[src/rtl/fifo_param_v2.sv]
// rtl/fifo_param_v2.sv - parametrised synchronous FIFO with exact count, level flags and sticky errors
// Registered or first-word fall-through read path selected by FWFT.
module fifo_param_v2 #(
    parameter int WIDTH     = 8,
    parameter int DEPTH     = 128,
    parameter int FWFT      = 0,
    parameter int AFULL_TH  = 120,
    parameter int AEMPTY_TH = 8
) (
    input  logic             clk,
    input  logic             rst,
    input  logic [WIDTH-1:0] data_i,
    input  logic             n_we_i,
    input  logic             n_re_i,
    input  logic             n_clr_i,
    output logic [WIDTH-1:0] data_o,
    output logic [15:0]      bytes_in_fifo_o,
    output logic             p_empty_o,
    output logic             p_full_o,
    output logic             p_aempty_o,
    output logic             p_afull_o,
    output logic             p_overflow_o,
    output logic             p_underflow_o
);

    localparam int PW = (DEPTH > 1) ? $clog2(DEPTH) : 1;
    localparam logic [15:0]   DEPTH16  = 16'(DEPTH);
    localparam logic [15:0]   AFULL16  = 16'(AFULL_TH);
    localparam logic [15:0]   AEMPTY16 = 16'(AEMPTY_TH);
    localparam logic [PW-1:0] LAST_PTR = PW'(DEPTH - 1);

    logic [WIDTH-1:0] mem [DEPTH];

    logic [PW-1:0]    wr_ptr_q, rd_ptr_q, wr_ptr_d, rd_ptr_d;
    logic [15:0]      count_q, count_d;
    logic [WIDTH-1:0] data_q, fwft_d;
    logic             empty_q, full_q, aempty_q, afull_q, ovf_q, unf_q;
    logic             empty_c, full_c, rd_acc, wr_acc, head_new;

    always_comb begin
        empty_c  = (count_q == 16'd0);
        full_c   = (count_q == DEPTH16);
        rd_acc   = !n_re_i && !empty_c;
        wr_acc   = !n_we_i && (!full_c || rd_acc);
        wr_ptr_d = wr_ptr_q;
        rd_ptr_d = rd_ptr_q;
        count_d  = count_q;
        if (wr_acc)
            wr_ptr_d = (wr_ptr_q == LAST_PTR) ? '0 : wr_ptr_q + 1'b1;
        if (rd_acc)
            rd_ptr_d = (rd_ptr_q == LAST_PTR) ? '0 : rd_ptr_q + 1'b1;
        if (wr_acc && !rd_acc)
            count_d = count_q + 16'd1;
        else if (rd_acc && !wr_acc)
            count_d = count_q - 16'd1;
        // The word written this edge becomes the head when nothing else remains ahead of it.
        head_new = wr_acc && (count_q == (rd_acc ? 16'd1 : 16'd0));
        if (count_d == 16'd0)
            fwft_d = '0;
        else if (head_new)
            fwft_d = data_i;
        else
            fwft_d = mem[rd_ptr_d];
    end

    always_ff @(posedge clk) begin
        if (rst && n_clr_i && wr_acc)
            mem[wr_ptr_q] <= data_i;
    end

    always_ff @(posedge clk or negedge rst) begin
        if (!rst) begin
            wr_ptr_q <= '0;
            rd_ptr_q <= '0;
            count_q  <= '0;
            data_q   <= '0;
            empty_q  <= 1'b1;
            full_q   <= 1'b0;
            aempty_q <= 1'b1;
            afull_q  <= 1'b0;
            ovf_q    <= 1'b0;
            unf_q    <= 1'b0;
        end else if (!n_clr_i) begin
            wr_ptr_q <= '0;
            rd_ptr_q <= '0;
            count_q  <= '0;
            data_q   <= '0;
            empty_q  <= 1'b1;
            full_q   <= 1'b0;
            aempty_q <= 1'b1;
            afull_q  <= 1'b0;
            ovf_q    <= 1'b0;
            unf_q    <= 1'b0;
        end else begin
            wr_ptr_q <= wr_ptr_d;
            rd_ptr_q <= rd_ptr_d;
            count_q  <= count_d;
            empty_q  <= (count_d == 16'd0);
            full_q   <= (count_d == DEPTH16);
            aempty_q <= (count_d <= AEMPTY16);
            afull_q  <= (count_d >= AFULL16);
            ovf_q    <= ovf_q | (!n_we_i && !wr_acc);
            unf_q    <= unf_q | (!n_re_i && empty_c);
            if (FWFT != 0)
                data_q <= fwft_d;
            else if (rd_acc)
                data_q <= mem[rd_ptr_q];
        end
    end

    assign data_o          = data_q;
    assign bytes_in_fifo_o = count_q;
    assign p_empty_o       = empty_q;
    assign p_full_o        = full_q;
    assign p_aempty_o      = aempty_q;
    assign p_afull_o       = afull_q;
    assign p_overflow_o    = ovf_q;
    assign p_underflow_o   = unf_q;

endmodule

[config.mk]
export PLATFORM = sky130hd
export DESIGN_NAME = fifo_param_v2
export DESIGN_NICKNAME = d
export VERILOG_FILES = /design/src/rtl/fifo_param_v2.sv
export SDC_FILE = /design/constraint.sdc
export NUM_CORES = 1
export LEC_CHECK = 0
export BUFFER_PORTS_ARGS = -buffer_cell sky130_fd_sc_hd__buf_2
export CAP_MARGIN = 20
export CELL_PAD_IN_SITES_DETAIL_PLACEMENT = 1
export CELL_PAD_IN_SITES_GLOBAL_PLACEMENT = 1
export CORE_UTILIZATION = 45
export DETAILED_ROUTE_END_ITERATION = 10
export PLACE_DENSITY_LB_ADDON = 0.2
export SETUP_SLACK_MARGIN = 0.05
export SLEW_MARGIN = 0
export SYNTH_ARGS = -nofsm -noshare
export SYNTH_HDL_FRONTEND = slang
export SYNTH_SLANG_ARGS = --single-unit
[constraint.sdc]
create_clock -name clk -period 6.2 [get_ports clk]
set_clock_uncertainty 0.1 [all_clocks]
set_input_delay 0.93 -clock clk [delete_from_list [all_inputs] [get_ports clk]]
set_output_delay 0.93 -clock clk [all_outputs]
set_load 0.05 [all_outputs]
==> out/results.ini, run 1 <==
[routing]
drc = 0
wl_per_cell_um = 30.2
viasPerCell = 5.97
vias = 20900
wirelength_um = 105000
drt_first_iter_violations = 1896
dr.pass1.iters = 7
ant_nets = 0

[power]
intPower_mw = 13.3
powerDensity_nw_per_um2 = 388
power.total_mw = 18.4
pwr-share-comb_pct = 20.0
power.share.clock_pct = 35.3
vdd_drop_max_mv = 0.256
p_sw_share_pct = 27.8
power_frac_seq_pct = 44.8
p_leak_nw = 14.4
power_switching_mw = 5.13

[sta]
final-setup-viol-count = 0
finalCritPeriodShare_pct = 72.0
tns_ns = 0
rsz0062_at_grt = no
worst_pin_slew_ns = 1.15
fmax_mhz = 224
final-hold-violation-count = 0
finalCriticalPeriod_ns = 4.46
maxSlewViolCount = 0
slew_headroom_pct = 23.1
whs_ns = 0.329

[final_layout]
seq_area_um2 = 31900
multi_input_area_um2 = 9940
fin_util_pct = 51.0
drive_gt1_share_pct = 24.9
fillers = 8234
final_area_um2 = 47600
syn_to_final_growth_pct = 12.4
nNetsFinal = 2168

[cts]
cts.clk_slew.worst_paths_ns = 0.06
cts_hold_buffers = 0
numCtsBuffers = 109
cts_root_buf = clkbuf_16
cts.sinks = 1068
cts_tree = yes
post_cts_buffers = 0
cts_max_path_buffers = 3
cts_resized = 0
htreeDepth = 3
clk_latency_ns = 0.67

[synth]
synth_top_cell_area_share_pct = 72.7
ys.warnings.count = 0
synth_ff_type = edfxtp_1
ys_ff_latch = 1068
seq_area_frac_synth_pct = 75.3
avgSynthCellArea_um2 = 20.4
syn_inst = 2076
synth_edf_count = 1024
synth_fp_nets = 2094
ys_top_cells_by_area = edfxtp_1 (73%), mux4_2 (14%), dfrtp_1 (2.5%), nor2_1 (1.6%), mux2i_1 (1.4%)
yosysTopAreaCell = edfxtp_1
ys_async_sr_fraction_pct = 4.12
synth_cell_types = 67
syn_area_um2 = 42300

[setup_path]
cp.depth = 10
start_kind = flop
critPathArrivalTime_ns = 4.66
cp_max_fo = 15
crit_top_cell = buf_4
slowest_stage = nor3_1
r2r_slack_ns = 1.74
path_buf_inv = 3
r2r-start = bytes_in_fifo_o[0]
end_kind = flop
critPathTopFamily = simple AND/OR/NAND/NOR gates
worstReg2RegEnd = mem[74][6]
path_cells = inv_1 > ha_1 > or3b_2 > nor3_2 > buf_4 > a21o_1 > nor3_1 > nand2_1 > buf_4 > nor2_1
rr_worst_depth = 10
crit_path_max_incr_delay_ns = 0.80
crit_type = flop to flop
cp_data_required_time_ns = 6.39

[global_routing]
grt_pass1_vias = 22000
overflow = 0
antenna_found_initial = 1
grt_pass1_wl_um = 154000
grt_usage_pct = 22.5
grt_max_degree = 86

[die]
core-area_um2 = 93200
die_h_um = 309
dieArea_um2 = 95200
die_w_um = 309
ioPinCount = 43
fp-row-count = 112
start_util_pct = 45.4

[placement]
dpl-instance-area_um2 = 44000
place_hpwl_um = 63600
port_buffers = 42
gp_congestion = 0.816

[run_status]
status = completed

[run]
maxCapViolations = 0

[worst_hold_path]
min_path_type = input port to async pin

logic make-up (layout without fill, tap and decap cells):
kind of cell,count (synthesis),after routing,share of synthesized area (%)
xor gates and xnor gates,18,18,0.373
adders and majority gates,5,5,0.148
and+or+nand+nor,352,352,4.01
other,0,1,0
muxes,357,357,16.4
buffers and inverters,127,291,1.24
DFF,1068,1068,75.3
AOI/OAI and AO/OA,149,149,2.58
synth_stat cells, drive strengths merged, types with 3 or more instances:
master   count
a2111oi      4
a211oi      27
a21oi       22
a221oi      17
a22oi       15
a311oi       8
a31oi        9
and2        14
and3         5
and4         4
buf         52
clkbuf      70
dfrtp       42
edfxtp    1024
ha           5
inv          5
mux2        34
mux2i       59
mux4       264
nand2       36
nand2b       3
nand3       17
nand3b       3
nand4        4
nand4b       3
nor2       180
nor2b       31
nor3        10
nor4        19
o21ai        9
o22ai       17
o31ai        3
or2          4
or3          7
or4          7
xnor2       11
xor2         7
cells in the final DEF (no fill, tap or decap), drive strengths merged, types with 19 or more instances in the layout:
cell type,instances
dfrtp,42
clkbuf,131
mux2i,59
buf,85
nor2,180
a21oi,22
a211oi,27
nor2b,31
mux2,34
nand2,36
clkinv,48
mux4,264
edfxtp,1024
nor4,19
registers in the layout (all words and copies together), names as in the netlist:
register,cells
data_o,8
wr_ptr_q,7
p_afull_o,1
p_overflow_o,1
rd_ptr_q,7
p_full_o,1
p_underflow_o,1
p_aempty_o,1
mem,1024
p_empty_o,1
bytes_in_fifo_o,16
worst max-delay path by stage:
stage / from / to / slack, ns
after global placement: bytes_in_fifo_o[0] / mem[42][0] / 1.76
after CTS: bytes_in_fifo_o[0] / mem[74][6] / 1.76
after floorplan: bytes_in_fifo_o[6] / p_aempty_o / 2.71
after global routing: bytes_in_fifo_o[0] / mem[74][1] / 1.38
final: bytes_in_fifo_o[0] / mem[74][6] / 1.74
after detailed placement: n_re_i / mem[42][4] / 1.76
power groups by stage:
stage | sequential, mW | clock [mW] | combinational (mW)
2_1_floorplan | 8.46 | 0 | 2.52
3_3_place_gp | 8.40 | 0 | 3.68
3_5_place_dp | 8.41 | 0 | 3.72
4_1_cts | 8.26 | 6.61 | 3.73
5_1_grt | 8.28 | 6.84 | 3.92
6_report | 8.26 | 6.50 | 3.68
metrics by stage:
stage               setup slack (ns)  instances
floorplan                       2.71       2076
global placement                1.76       3292
detailed placement              1.76       3293
CTS                             1.76       3494
global route                    1.38       3494
finish                          1.74       3495
routing by layer:
metal	vias up	share of wire (%)	track usage, %
met5	-	0	0
met2	705	49	36.7
met3	167	6.1	3.53
li1	8763	-	-
met4	0	2.7	6.85
met1	11200	42	31.2
area by class of cell:
| class | instances | share of cell area [%] |
|---|---|---|
| Antenna cell | 1 | 0.00526 |
| Clock buffer | 131 | 5.91 |
| Clock inverter | 70 | 1.49 |
| Inverter | 5 | 0.0395 |
| Multi-Input combinational cell | 881 | 20.9 |
| Sequential cell | 1068 | 67.0 |
| Tap cell | 1254 | 3.30 |
| Timing Repair Buffer | 85 | 1.36 |
Power figures use the tool's default switching activity.
==> run 2: changes to the inputs <==
==> constraint.sdc (replaced) <==
create_clock -name clk -period 3.8 [get_ports clk]
set_clock_uncertainty 0.1 [all_clocks]
set_input_delay 0.57 -clock clk [delete_from_list [all_inputs] [get_ports clk]]
set_output_delay 0.57 -clock clk [all_outputs]
set_load 0.05 [all_outputs]
==> run 2 against run 1 <==
Against the previous run: utilization rose by 1.0 points; critical path type unchanged; fmax is 22% higher; global-route usage is 0.54 points higher; sequential power is 61% higher; combinational power is 83% higher; worst hold slack got worse by 0.12 ns; design area grew 2.0%; die area unchanged; via count is 0.96% higher; first-iteration DRC count increased by 14%; critical endpoint is now mem[61][6].
==> out/results.ini, run 2 (same netlist as run 1, synthesis figures left out) <==
[run_status]
status = completed

[sta]
finalCriticalPeriod_ns = 3.65
slew_headroom_pct = 29.0
final-hold-violation-count = 0
rsz0062_at_grt = yes
final-setup-viol-count = 0
finalCritPeriodShare_pct = 96.1
maxSlewViolCount = 0
setup_ws_ns = 0.148
fmax_mhz = 274
worst_pin_slew_ns = 1.06

[final_layout]
layoutNonFillerInstCount = 3561
nNetsFinal = 2229
antennaDiodeCount = 0
syn_to_final_growth_pct = 14.7
regMostFlops = mem
final_common_cell = edfxtp_1
layout_common_cells = edfxtp_1 (1024), mux4_2 (264), nor2_1 (158)
largest_reg_flops = 1024
drive_gt1_share_pct = 28.4

[worst_hold_path]
worstHoldStart = n_clr_i
min_path_type = input port to flop

[power]
intPower_mw = 22.6
power_switching_mw = 8.65
power.share.clock_pct = 36.0
power_frac_seq_pct = 42.5
powerDensity_nw_per_um2 = 644
vdd_drop_max_mv = 0.426
p_sw_share_pct = 27.7
p_leak_nw = 14.9
pwr-share-comb_pct = 21.5

[setup_path]
crit_start = bytes_in_fifo_o[0]
cp_max_fo = 9
crit_top_cell = buf_4
crit_type = flop to flop
path_buf_inv = 4
crit_path_max_incr_delay_ns = 0.66
path_cells = inv_1 > ha_1 > or3b_2 > nor3_4 > buf_4 > a21o_1 > buf_4 > nor2_1 > nand4b_1 > buf_4 > nor2_1
r2r-start = bytes_in_fifo_o[0]
slowest_stage = nor2_1
critPathArrivalTime_ns = 3.86
critPathTopFamily = simple AND/OR/NAND/NOR gates
start_kind = flop
end_kind = flop
cp_data_required_time_ns = 4.00

[routing]
dr.pass1.iters = 5
drc = 0
ant_nets = 0
drt_first_iter_violations = 2155
viasPerCell = 5.92
wirelength_um = 108000
wl_per_cell_um = 30.2
vias = 21100

[global_routing]
grt_usage_pct = 23.0
grt_pass1_wl_um = 158000
grt_pass1_vias = 22300
overflow = 0
grt_max_degree = 77
antenna_found_initial = 0

[die]
ioPinCount = 43
fp-row-count = 112
start_util_pct = 45.4
core-area_um2 = 93200
dieArea_um2 = 95200
die_h_um = 309
die_w_um = 309

[cts]
clk_latency_ns = 0.69
cts_tree = yes
cts.clk_slew.worst_paths_ns = 0.06
htreeDepth = 3
cts_root_buf = clkbuf_16
cts_max_path_buffers = 3
numCtsBuffers = 111
cts.sinks = 1068

[placement]
place_ws_ns = 0.0234
port_buffers = 42
place_hpwl_um = 67200
place_inst = 3349
gp_congestion = 0.867

[run]
maxCapViolations = 0

## run 2: cell count changes in the layout (fill, tap and decap cells not counted), sizes merged, moves of 2 or more
cell and delta:
bufinv +5, clkinvlp +7, buf +58, clkinv +2, clkbuf -5
## run 2: per-layer routing
layer	part of all wire, %	track usage [%]	routed length [µm]
met5	0	0	0
met4	2.3	5.88	2450
met3	5.2	3.32	5590
met2	49	37.5	53100
met1	43	32.8	46400
## run 2: final timing paths
check | depth (start not counted) | endpoint | slack [ns]
hold reg to reg | 2 | p_underflow_o | 0.44
min in group asynchronous | 3 | bytes_in_fifo_o[11] | 0.43
setup reg to reg | 11 | mem[61][6] | 0.15
hold / removal | 3 | p_aempty_o | 0.21
setup / recovery | 11 | mem[61][6] | 0.15
max in group asynchronous | 3 | rd_ptr_q[0] | 2.69
## run 2: area by class of cell
type	count	area [µm²]
clock inverters	83	902
clock buffers	126	2890
multi-input cells	881	10000
inverters	5	18.8
well taps	1254	1570
repair buffers	144	1260
fillers	8212	44700
flip-flops and latches	1068	31900
## run 2: worst reg2reg max path: stages, from the launching register on
cell	delay, ns
dfrtp_1	0.45
inv_1	0.13
ha_1	0.25
or3b_2	0.24
nor3_4	0.06
buf_4	0.18
a21o_1	0.27
buf_4	0.21
nor2_1	0.20
nand4b_1	0.26
buf_4	0.26
nor2_1	0.66
## run 2: stage by stage
step	instance area, µm²	total power [mW]	util [%]	hold WS (ns)	setup TNS, ns
detailed placement	44600	20.2	47.9	0.444	0
CTS	48400	31.4	52.0	0.172	0
global placement	44600	20.1	47.9	0.443	0
finish	48500	31.3	52.1	0.208	0
floorplan	42300	17.9	-	0.174	0
global route	48500	32.2	52.1	0.200	-0.161
## run 2: what timing repair did
| action | in CTS | in global routing |
|---|---|---|
| gates cloned | 0 | 0 |
| pin swaps | 0 | 1 |
| endpoints found under the setup margin | 187 | 414 |
| hold buffers | 1 | 0 |
| setup buffers | 0 | 2 |
| endpoints found under the hold margin | 42 | 0 |
| resized for setup | 1 | 24 |
## run 2: power by group through the flow
| stage | combinational, mW | clock, mW | sequential [mW] |
|---|---|---|---|
| after floorplan | 4.11 | 0 | 13.8 |
| after global placement | 6.53 | 0 | 13.5 |
| after detailed placement | 6.64 | 0 | 13.5 |
| after CTS | 6.71 | 11.4 | 13.3 |
| after global routing | 7.13 | 11.8 | 13.3 |
| final | 6.72 | 11.3 | 13.3 |
